--- config.mk ---
export PLATFORM = sky130hd
export DESIGN_NAME = vga_capture
export DESIGN_NICKNAME = d
export VERILOG_FILES = /design/src/rtl/vga_rx_pkg.sv /design/src/rtl/vga_pin_sampler.sv /design/src/rtl/vga_capture.sv
export SDC_FILE = /design/constraint.sdc
export NUM_CORES = 1
export LEC_CHECK = 0
export ABC_AREA = 1
export CAP_MARGIN = 20
export CORE_ASPECT_RATIO = 0.8
export CORE_UTILIZATION = 40
export CTS_CLUSTER_DIAMETER = 50
export DETAILED_ROUTE_END_ITERATION = 8
export SYNTH_ARGS = -nofsm -noshare
export SYNTH_HDL_FRONTEND = slang
export SYNTH_SLANG_ARGS = --single-unit
export TNS_END_PERCENT = 30
--- constraint.sdc ---
create_clock -name clk -period 2.7 [get_ports clk]
set_input_delay 0.27 -clock clk [delete_from_list [all_inputs] [get_ports clk]]
set_output_delay 0.27 -clock clk [all_outputs]
set_load 0.02 [all_outputs]
--- src/rtl/vga_rx_pkg.sv ---
// Shared constants and types for the VGA capture path: pin map, default
// raster timing and the lock state machine encoding.
package vga_rx_pkg;

   // Pin positions inside the 8-bit TinyTapeout VGA bundle
   localparam int HSYNC_BIT = 7;
   localparam int VSYNC_BIT = 3;
   localparam int R_HI_BIT  = 0;
   localparam int R_LO_BIT  = 4;
   localparam int G_HI_BIT  = 1;
   localparam int G_LO_BIT  = 5;
   localparam int B_HI_BIT  = 2;
   localparam int B_LO_BIT  = 6;

   // Sync pins idle high, colour pins idle low
   localparam logic [7:0] PIN_IDLE = 8'h88;

   // Default 640x480 raster, 800x525 totals, negative sync
   localparam int unsigned H_TOTAL_DEF  = 800;
   localparam int unsigned H_ACTIVE_DEF = 640;
   localparam int unsigned H_OFFSET_DEF = 51;
   localparam int unsigned V_TOTAL_DEF  = 525;
   localparam int unsigned V_ACTIVE_DEF = 480;
   localparam int unsigned V_OFFSET_DEF = 34;

   typedef enum logic [1:0] {
      UNLOCKED = 2'd0,
      HLOCK    = 2'd1,
      LOCKED   = 2'd2
   } rx_state_e;

   // Gathers a 2-bit colour channel, MSB pin first
   function automatic logic [1:0] pin_pair(input logic [7:0] pins, input int hi, input int lo);
      return {pins[hi], pins[lo]};
   endfunction

endpackage

--- src/rtl/vga_pin_sampler.sv ---
// Input stage: registers the VGA pins once (S1), keeps a delayed copy of the
// sync pins (S2) and flags rising sync edges between the two.
module vga_pin_sampler
   import vga_rx_pkg::*;
(
   input  logic       clk,
   input  logic       rst_n,
   input  logic [7:0] vga_in,
   output logic [1:0] s1_r,
   output logic [1:0] s1_g,
   output logic [1:0] s1_b,
   output logic       hsync_rise,
   output logic       vsync_rise
);

   logic [7:0] s1_d;
   logic [7:0] s1_q;
   logic [1:0] s2_d;
   logic [1:0] s2_q;

   // Next values: S1 takes the pins, S2 takes the S1 sync bits {hsync, vsync}
   always_comb begin
      s1_d = vga_in;
      s2_d = {s1_q[HSYNC_BIT], s1_q[VSYNC_BIT]};
   end

   // Sampling registers; sync idles high so no false edge appears after reset
   always_ff @(posedge clk or negedge rst_n) begin
      if (!rst_n) begin
         s1_q <= PIN_IDLE;
         s2_q <= 2'b11;
      end else begin
         s1_q <= s1_d;
         s2_q <= s2_d;
      end
   end

   assign s1_r       = pin_pair(s1_q, R_HI_BIT, R_LO_BIT);
   assign s1_g       = pin_pair(s1_q, G_HI_BIT, G_LO_BIT);
   assign s1_b       = pin_pair(s1_q, B_HI_BIT, B_LO_BIT);
   assign hsync_rise = s1_q[HSYNC_BIT] & ~s2_q[1];
   assign vsync_rise = s1_q[VSYNC_BIT] & ~s2_q[0];

endmodule

--- src/rtl/vga_capture.sv ---
// VGA receiver: recovers line/frame timing from the sync pins, locks onto the
// expected raster and emits a qualified pixel stream with coordinates.
module vga_capture
   import vga_rx_pkg::*;
#(
   parameter int unsigned H_TOTAL  = H_TOTAL_DEF,
   parameter int unsigned H_ACTIVE = H_ACTIVE_DEF,
   parameter int unsigned H_OFFSET = H_OFFSET_DEF,
   parameter int unsigned V_TOTAL  = V_TOTAL_DEF,
   parameter int unsigned V_ACTIVE = V_ACTIVE_DEF,
   parameter int unsigned V_OFFSET = V_OFFSET_DEF
) (
   input  logic       clk,
   input  logic       rst_n,
   input  logic [7:0] vga_in,
   output logic       pix_valid,
   output logic [9:0] pix_x,
   output logic [9:0] pix_y,
   output logic [1:0] pix_r,
   output logic [1:0] pix_g,
   output logic [1:0] pix_b,
   output logic       line_start,
   output logic       frame_start,
   output logic       locked,
   output logic       hlen_err,
   output logic       vlen_err
);

   localparam logic [10:0] H_PERIOD = 11'(H_TOTAL);
   localparam logic [10:0] H_FIRST  = 11'(H_OFFSET);
   localparam logic [10:0] H_LAST   = 11'(H_OFFSET + H_ACTIVE - 1);
   localparam logic [9:0]  V_PERIOD = 10'(V_TOTAL);
   localparam logic [9:0]  V_FIRST  = 10'(V_OFFSET);
   localparam logic [9:0]  V_LAST   = 10'(V_OFFSET + V_ACTIVE - 1);
   localparam logic [9:0]  CNT_MAX  = 10'h3FF;

   logic [1:0] s1_r, s1_g, s1_b;
   logic       hsync_rise, vsync_rise;

   vga_pin_sampler u_sampler (
      .clk        (clk),
      .rst_n      (rst_n),
      .vga_in     (vga_in),
      .s1_r       (s1_r),
      .s1_g       (s1_g),
      .s1_b       (s1_b),
      .hsync_rise (hsync_rise),
      .vsync_rise (vsync_rise)
   );

   logic [9:0]  hcnt_d, hcnt_q;
   logic [9:0]  vcnt_d, vcnt_q;
   logic        seen_h_d, seen_h_q;
   logic        seen_v_d, seen_v_q;
   logic [10:0] hpos;
   logic        h_err, h_good, v_err;

   rx_state_e   state_d, state_q;
   logic        good_d, good_q;

   logic        in_win, line_first;
   logic        pix_valid_d, pix_valid_q;
   logic [9:0]  pix_x_d, pix_x_q, pix_y_d, pix_y_q;
   logic [1:0]  pix_r_d, pix_r_q, pix_g_d, pix_g_q, pix_b_d, pix_b_q;
   logic        line_start_d, line_start_q, frame_start_d, frame_start_q;
   logic        locked_d, locked_q, hlen_err_d, hlen_err_q, vlen_err_d, vlen_err_q;

   // Line/frame counters and period checks; hpos is clocks since the last hsync rise
   always_comb begin
      hpos     = {1'b0, hcnt_q} + 11'd1;
      h_err    = hsync_rise && seen_h_q && (hpos != H_PERIOD);
      h_good   = hsync_rise && seen_h_q && (hpos == H_PERIOD);
      v_err    = vsync_rise && seen_v_q && (vcnt_q != V_PERIOD);
      seen_h_d = seen_h_q | hsync_rise;
      seen_v_d = seen_v_q | vsync_rise;
      hcnt_d   = hcnt_q;
      if (hsync_rise) begin
         hcnt_d = 10'd0;
      end else if (hcnt_q != CNT_MAX) begin
         hcnt_d = hcnt_q + 10'd1;
      end
      vcnt_d = vcnt_q;
      if (vsync_rise) begin
         vcnt_d = hsync_rise ? 10'd1 : 10'd0;
      end else if (hsync_rise && (vcnt_q != CNT_MAX)) begin
         vcnt_d = vcnt_q + 10'd1;
      end
   end

   // Counter registers
   always_ff @(posedge clk or negedge rst_n) begin
      if (!rst_n) begin
         hcnt_q   <= 10'd0;
         vcnt_q   <= 10'd0;
         seen_h_q <= 1'b0;
         seen_v_q <= 1'b0;
      end else begin
         hcnt_q   <= hcnt_d;
         vcnt_q   <= vcnt_d;
         seen_h_q <= seen_h_d;
         seen_v_q <= seen_v_d;
      end
   end

   // Lock tracking: two good lines give HLOCK, then a vsync gives LOCKED; a bad line always drops it
   always_comb begin
      state_d = state_q;
      good_d  = good_q;
      if (h_err) begin
         state_d = UNLOCKED;
         good_d  = 1'b0;
      end else begin
         case (state_q)
            UNLOCKED: begin
               if (h_good) begin
                  good_d = 1'b1;
                  if (good_q) begin
                     state_d = HLOCK;
                  end
               end
            end
            HLOCK: begin
               if (vsync_rise) begin
                  state_d = LOCKED;
               end
            end
            LOCKED:  state_d = LOCKED;
            default: state_d = UNLOCKED;
         endcase
      end
   end

   // Lock state register
   always_ff @(posedge clk or negedge rst_n) begin
      if (!rst_n) begin
         state_q <= UNLOCKED;
         good_q  <= 1'b0;
      end else begin
         state_q <= state_d;
         good_q  <= good_d;
      end
   end

   // Pixel window, coordinate counters and status pulses, all from the S1 cycle
   always_comb begin
      in_win = (state_q == LOCKED) && !hsync_rise &&
               (hpos >= H_FIRST) && (hpos <= H_LAST) &&
               (vcnt_q >= V_FIRST) && (vcnt_q <= V_LAST);
      line_first    = in_win && (hpos == H_FIRST);
      pix_valid_d   = in_win;
      line_start_d  = line_first;
      frame_start_d = line_first && (vcnt_q == V_FIRST);
      pix_x_d       = pix_x_q;
      pix_y_d       = pix_y_q;
      pix_r_d       = pix_r_q;
      pix_g_d       = pix_g_q;
      pix_b_d       = pix_b_q;
      if (in_win) begin
         pix_x_d = line_first ? 10'd0 : pix_x_q + 10'd1;
         pix_r_d = s1_r;
         pix_g_d = s1_g;
         pix_b_d = s1_b;
      end
      if (line_first) begin
         pix_y_d = (vcnt_q == V_FIRST) ? 10'd0 : pix_y_q + 10'd1;
      end
      locked_d   = (state_d == LOCKED);
      hlen_err_d = h_err;
      vlen_err_d = v_err;
   end

   // Output register stage
   always_ff @(posedge clk or negedge rst_n) begin
      if (!rst_n) begin
         pix_valid_q   <= 1'b0;
         pix_x_q       <= 10'd0;
         pix_y_q       <= 10'd0;
         pix_r_q       <= 2'd0;
         pix_g_q       <= 2'd0;
         pix_b_q       <= 2'd0;
         line_start_q  <= 1'b0;
         frame_start_q <= 1'b0;
         locked_q      <= 1'b0;
         hlen_err_q    <= 1'b0;
         vlen_err_q    <= 1'b0;
      end else begin
         pix_valid_q   <= pix_valid_d;
         pix_x_q       <= pix_x_d;
         pix_y_q       <= pix_y_d;
         pix_r_q       <= pix_r_d;
         pix_g_q       <= pix_g_d;
         pix_b_q       <= pix_b_d;
         line_start_q  <= line_start_d;
         frame_start_q <= frame_start_d;
         locked_q      <= locked_d;
         hlen_err_q    <= hlen_err_d;
         vlen_err_q    <= vlen_err_d;
      end
   end

   assign pix_valid   = pix_valid_q;
   assign pix_x       = pix_x_q;
   assign pix_y       = pix_y_q;
   assign pix_r       = pix_r_q;
   assign pix_g       = pix_g_q;
   assign pix_b       = pix_b_q;
   assign line_start  = line_start_q;
   assign frame_start = frame_start_q;
   assign locked      = locked_q;
   assign hlen_err    = hlen_err_q;
   assign vlen_err    = vlen_err_q;

endmodule
==> results of run 1 <==
[state kept, by name, indices dropped and copies added (netlist names)]
name and count:
frame_start 1, good_q 1, hcnt_q 10, hlen_err 1, line_start 1, locked 1
pix_b 2, pix_g 2, pix_r 2, pix_valid 1, pix_x 10, pix_y 10
seen_h_q 1, seen_v_q 1, state_q 2, u_sampler.s1_q 8, u_sampler.s2_q 2, vcnt_q 10
vlen_err 1
[through the flow]
stage               instances  utilization [%]  hold slack, ps  power [W]
global placement          650             47.7             357    0.00137
floorplan                 494                -           -25.6    0.00129
global route              666             51.1            70.6    0.00270
CTS                       666             51.1            34.6    0.00260
detailed placement        650             47.7             357    0.00137
finish                    666             51.1            2.78    0.00257
[final cells by class]
type / instances / area share (%)
well taps: 115 / 3.10
clock buffers: 10 / 5.16
flip-flops and latches: 67 / 36.3
repair buffers: 45 / 9.66
inverters: 76 / 6.15
multi-input cells: 347 / 38.1
clock inverters: 6 / 1.51
[synthesized netlist by cell type, drive strengths merged]
cell type / count / area (µm²)
nand2: 151 / 587
inv: 76 / 285
dfrtp: 63 / 1580
nor2: 58 / 248
nand3: 35 / 198
nand4: 27 / 175
a21oi: 14 / 81.3
o21ai: 14 / 73.8
nor3: 13 / 70.1
xor2: 12 / 105
ha: 9 / 113
dfstp: 4 / 105
nand3b: 4 / 42.5
buf: 3 / 26.3
o31ai: 2 / 15.0
xnor2: 2 / 17.5
a41oi: 1 / 8.76
and2: 1 / 6.26
clkbuf: 1 / 3.75
nor3b: 1 / 7.51
nor4: 1 / 6.26
o211ai: 1 / 7.51
o22ai: 1 / 6.26
[placed cells by master, fill, tap and decap left out, drive strengths merged]
| cell type | n |
|---|---|
| a21oi | 14 |
| a41oi | 1 |
| and2 | 1 |
| buf | 5 |
| bufinv | 1 |
| clkbuf | 10 |
| clkdlybuf4s50 | 40 |
| clkinv | 2 |
| dfrtp | 63 |
| dfstp | 4 |
| ha | 9 |
| inv | 79 |
| nand2 | 151 |
| nand3 | 35 |
| nand3b | 4 |
| nand4 | 27 |
| nor2 | 58 |
| nor3 | 13 |
| nor3b | 1 |
| nor4 | 1 |
| o211ai | 1 |
| o21ai | 14 |
| o22ai | 1 |
| o31ai | 2 |
| xnor2 | 2 |
| xor2 | 12 |
[power by group through the flow]
stage / sequential, W / combinational (W) / clock (W)
floorplan: 0.00110 / 0.000191 / 0
global placement: 0.00111 / 0.000257 / 0
detailed placement: 0.00112 / 0.000259 / 0
CTS: 0.00110 / 0.000260 / 0.00125
global route: 0.00111 / 0.000296 / 0.00130
finish: 0.00110 / 0.000257 / 0.00122
[cell families after synthesis]
logic type / Yosys count / share of synthesized area [%]
simple gates: 291 / 35.6
fa+ha+maj: 9 / 2.99
xor+xnor: 14 / 3.26
buf+inv: 80 / 8.37
flops: 67 / 44.7
compound gates: 33 / 5.12
[worst min path at each step]
stage,to,slack (ps),depth (start not counted)
floorplan,frame_start,-30,0
global placement,u_sampler.s2_q[1],360,0
detailed placement,u_sampler.s2_q[1],360,0
CTS,pix_x[8],30,1
global route,pix_x[7],70,1
finish,pix_x[8],3,1
[routing by layer]
| metal | GRT usage, % | vias up | routed length, µm |
|---|---|---|---|
| met1 | 26.3 | 1481 | 4500 |
| met4 | 5.45 | 0 | 93 |
| met2 | 27.6 | 40 | 3610 |
| li1 | - | 1676 | - |
| met5 | 0 | - | 0 |
| met3 | 5.41 | 12 | 292 |
[critical path, stage by stage, from the launching register on]
cell,delay [ps]
dfrtp_1,450
ha_1,280
nand2_2,100
nor2_4,170
nand2_2,80
nand2_1,70
nand2_2,80
nor2_2,150
nand2_1,110
nor2_2,130
nand3_4,140
nand2_4,220
inv_2,110
nand2_1,70
nand2_1,40
==> impl_metrics.json, run 1 <==
{
  "required_ps": 2930,
  "hp-class": "in2async",
  "gp_congestion": 0.909,
  "startpoint_type": "flop",
  "clk_pin_slew_ps": 60,
  "grt_max_degree": 37,
  "netlist_area_um2": 3760,
  "cts.sinks": 67,
  "tns_ps": 0,
  "irDropWorstVdd_uv": 306,
  "synth.avg_cell_area_um2": 7.62,
  "status": "complete, no violations",
  "seqCellArea_um2": 1680,
  "r2r_cells": 14,
  "core_um2": 9080,
  "tritoncts": "built",
  "slew_violations": 0,
  "h-tree-depth": 3,
  "grt_pass1_wl_mm": 14.2,
  "first_global_vias": 2940,
  "place_ws_ps": 394,
  "cts_max_path_buffers": 2,
  "hpwl_mm": 6.35,
  "cts_inserted_buffers": 9,
  "row_count": 31,
  "ys_ff_latch": 67,
  "rsz0062_at_grt": "false",
  "multiInputGateArea_um2": 1770,
  "power.switching_w": 0.000689,
  "clkPwrFrac_pct": 47.3,
  "synthesis.nets": 513,
  "drtIter0Drc": 150,
  "portBuffers": 41,
  "power_leakage_nw": 2.36,
  "powerDensity_nw_per_um2": 555,
  "fin_ws_ps": 382,
  "via_per_inst": 4.82,
  "grt_use_total_pct": 18.6,
  "syn_inst": 494,
  "synth-seq-area-share_pct": 44.7,
  "crit_path_end_kind": "flop",
  "final_nets": 565,
  "cp.arrival_ps": 2550,
  "setup_viol": 0,
  "fin_crit_ps": 2320,
  "period_share_pct": 85.9,
  "insertedDiodeCount": 0,
  "cts_hold_buffers": 0,
  "initial_core_util_pct": 41.5,
  "firstDrtPassIters": 4,
  "fillerInstances": 884,
  "fin_skew_ps": 8.65,
  "pin_count": 42,
  "netlist-cell-type-count": 37,
  "grt_antenna_before_repair": 0,
  "cap_violations": 0,
  "worstSetupEndpoint": "pix_r[1]",
  "intPower_w": 0.00188,
  "wl_mm": 8.50,
  "critical_path.startpoint": "hcnt_q[1]",
  "p_seq_share_pct": 42.7,
  "vias": 3209,
  "reg2reg_from": "hcnt_q[1]",
  "switching_share_pct": 26.8,
  "hold_viol": 0,
  "cts_setup_buffers": 0,
  "gr-total-overflow": 0,
  "worstPathMaxFanout": 17,
  "drive_gt1_share_pct": 9.26,
  "slew_headroom_pct": 48.7,
  "comb_power_share_pct": 10.0,
  "r2r_end": "pix_r[1]",
  "worst_slew_pin_slew_ps": 770,
  "yosys_warnings": 0,
  "wl_per_cell_um": 12.8,
  "postLayoutCellArea_um2": 4640,
  "max_clock_freq_ghz": 0.431,
  "route.detailed.drc": 0,
  "cts_root_buffer": "clkbuf_16",
  "die_w_um": 110,
  "die-area_um2": 9810,
  "die_y_um": 88.8,
  "crit_type": "reg2reg",
  "reg2reg_slack_ps": 380,
  "cts_resized": 0,
  "placed_area_um2": 4330,
  "area_delta_synth_final_pct": 23.1,
  "clock_latency_ps": 340,
  "ant_nets": 0
}
Note: power is estimated with default switching activity, not from simulation.
==> inputs of run 2 (changes only) <==
--- a/config.mk
+++ b/config.mk
@@ -11,6 +11,7 @@
 export CORE_UTILIZATION = 40
 export CTS_CLUSTER_DIAMETER = 50
 export DETAILED_ROUTE_END_ITERATION = 8
+export DONT_BUFFER_PORTS = 1
 export SYNTH_ARGS = -nofsm -noshare
 export SYNTH_HDL_FRONTEND = slang
 export SYNTH_SLANG_ARGS = --single-unit
==> run 2 against run 1 <==
Against the previous run:
- sequential cell count unchanged
- power decreased by 5.6%
- clock power decreased by 12%
- count of clock-buffer cells in the layout decreased by 1
- utilization decreased by 3.7 points
- largest power group is now registers
- highest routed layer unchanged
==> impl_metrics.json, run 2 (same netlist as run 1, synthesis figures left out) <==
{
  "status": "complete, no violations",
  "wl_mm": 8.15,
  "gr-usage-met1_pct": 25.1,
  "slew_headroom_pct": 67.9,
  "worstPathMaxFanout": 17,
  "min_path_cells": 0,
  "clk_pin_slew_ps": 60,
  "gr-usage-met3_pct": 4.79,
  "tns_ps": 0,
  "ant_nets": 0,
  "cts_setup_buffers": 0,
  "crit_type": "reg2reg",
  "route.detailed.drc": 0,
  "power_leakage_nw": 2.23,
  "clkPwrFrac_pct": 44.1,
  "wl_per_cell_um": 12.9,
  "switching_share_pct": 27.7,
  "seqCellArea_um2": 1680,
  "clock_latency_ps": 330,
  "whs_endpoint": "u_sampler.s2_q[1]",
  "worst_slew_pin_slew_ps": 477,
  "r2r_cells": 13,
  "tritoncts": "built",
  "cts.sinks": 67,
  "vias": 3098,
  "cp.arrival_ps": 2650,
  "grt_max_degree": 68,
  "layout_commonest_cell": "nand2_1",
  "core_um2": 9080,
  "via_per_inst": 4.89,
  "crit_path_end_kind": "flop",
  "multiInputGateArea_um2": 1770,
  "gr-total-overflow": 0,
  "die_y_um": 88.8,
  "cts_inserted_buffers": 9,
  "grt_use_met2_pct": 26.7,
  "cts_root_buffer": "clkbuf_16",
  "area_delta_synth_final_pct": 14.1,
  "grt_use_total_pct": 17.9,
  "final_nets": 533,
  "comb_power_share_pct": 10.6,
  "h-tree-depth": 3,
  "first_global_vias": 2864,
  "rsz0062_at_grt": "false",
  "place_ws_ps": 310,
  "cap_violations": 0,
  "hp-class": "reg2reg",
  "hpwl_mm": 5.99,
  "max_clock_freq_ghz": 0.420,
  "power.switching_w": 0.000673,
  "gp_congestion": 0.928,
  "cts_max_path_buffers": 2,
  "reg2reg_from": "hcnt_q[1]",
  "fin_ws_ps": 317,
  "die-area_um2": 9810,
  "firstDrtPassIters": 5,
  "period_share_pct": 88.2,
  "required_ps": 2970,
  "r2r_end": "pix_g[1]",
  "powerDensity_nw_per_um2": 565,
  "intPower_w": 0.00176,
  "final_util_pct": 47.3,
  "grt_pass1_wl_mm": 13.8,
  "hold_slack_ps": 365,
  "mostFrequentLayoutCells": "nand2_1 (145), inv_1 (72), dfrtp_1 (63)",
  "fillerInstances": 912,
  "drive_gt1_share_pct": 9.63,
  "die_w_um": 110,
  "irDropWorstVdd_uv": 400,
  "hold_start": "u_sampler.s1_q[7]",
  "hold_viol": 0,
  "setup_viol": 0,
  "slew_violations": 0,
  "fin_skew_ps": 6.45,
  "grt_antenna_before_repair": 0,
  "startpoint_type": "flop",
  "p_seq_share_pct": 45.3,
  "fin_crit_ps": 2380,
  "row_count": 31,
  "portBuffers": 0,
  "pin_count": 42,
  "reg2reg_slack_ps": 320,
  "insertedDiodeCount": 0,
  "top_usage_layer": "met2",
  "drtIter0Drc": 179,
  "initial_core_util_pct": 41.5
}
[run 2: final cells by class]
class,instances,share of cell area (%)
multi-input combinational,347,41.2
sequential,67,39.1
inverter,76,6.64
clock buffer,9,5.24
tap,115,3.35
timing repair buffer,13,3.26
clock inverter,7,1.19
[run 2: worst max-delay path, stage by stage (launching register included)]
cell and delay (ps):
dfrtp_1 430, ha_1 290, nand2_2 100, nor2_4 190, nand3b_4 160, inv_2 110, nor2_2 60, nand2_1 70
nor2_2 60, a21oi_4 340, nand2_4 220, inv_2 160, nand2_1 70, nand2_1 50
[run 2: worst max-delay path by stage]
stage / to / cells past startpoint / startpoint
4_1_cts: pix_g[1] / 13 / hcnt_q[1]
2_1_floorplan: pix_x[6] / 13 / hcnt_q[1]
3_5_place_dp: pix_g[1] / 13 / hcnt_q[1]
5_1_grt: pix_x[3] / 12 / hcnt_q[1]
6_report: pix_g[1] / 13 / hcnt_q[1]
3_3_place_gp: pix_x[9] / 12 / hcnt_q[1]
[run 2: timing repair]
| action | CTS | global route |
|---|---|---|
| endpoints found under the setup margin | 0 | 0 |
| endpoints found under the hold margin | 75 | 0 |
| hold buffers | 10 | 0 |
| gates resized for setup | 0 | 0 |
[run 2: through the flow]
step                power (W)  instances  cell area (µm²)
detailed placement    0.00134        608             3900
finish                0.00243        634             4300
global route          0.00254        634             4300
CTS                   0.00245        634             4300
floorplan             0.00129        494             3760
global placement      0.00134        608             3900
[run 2: power groups by stage]
stage          clock [W]  combinational [W]  sequential (W)
4_1_cts          0.00110           0.000259         0.00110
6_report         0.00107           0.000258         0.00110
5_1_grt          0.00114           0.000298         0.00111
3_3_place_gp           0           0.000221         0.00112
2_1_floorplan          0           0.000191         0.00110
3_5_place_dp           0           0.000222         0.00112
[run 2: per-layer routing]
layer,wire [µm],up-vias
li1,-,1612
met1,4070,1414
met2,3590,65
met3,428,7
met4,66,0
met5,0,-
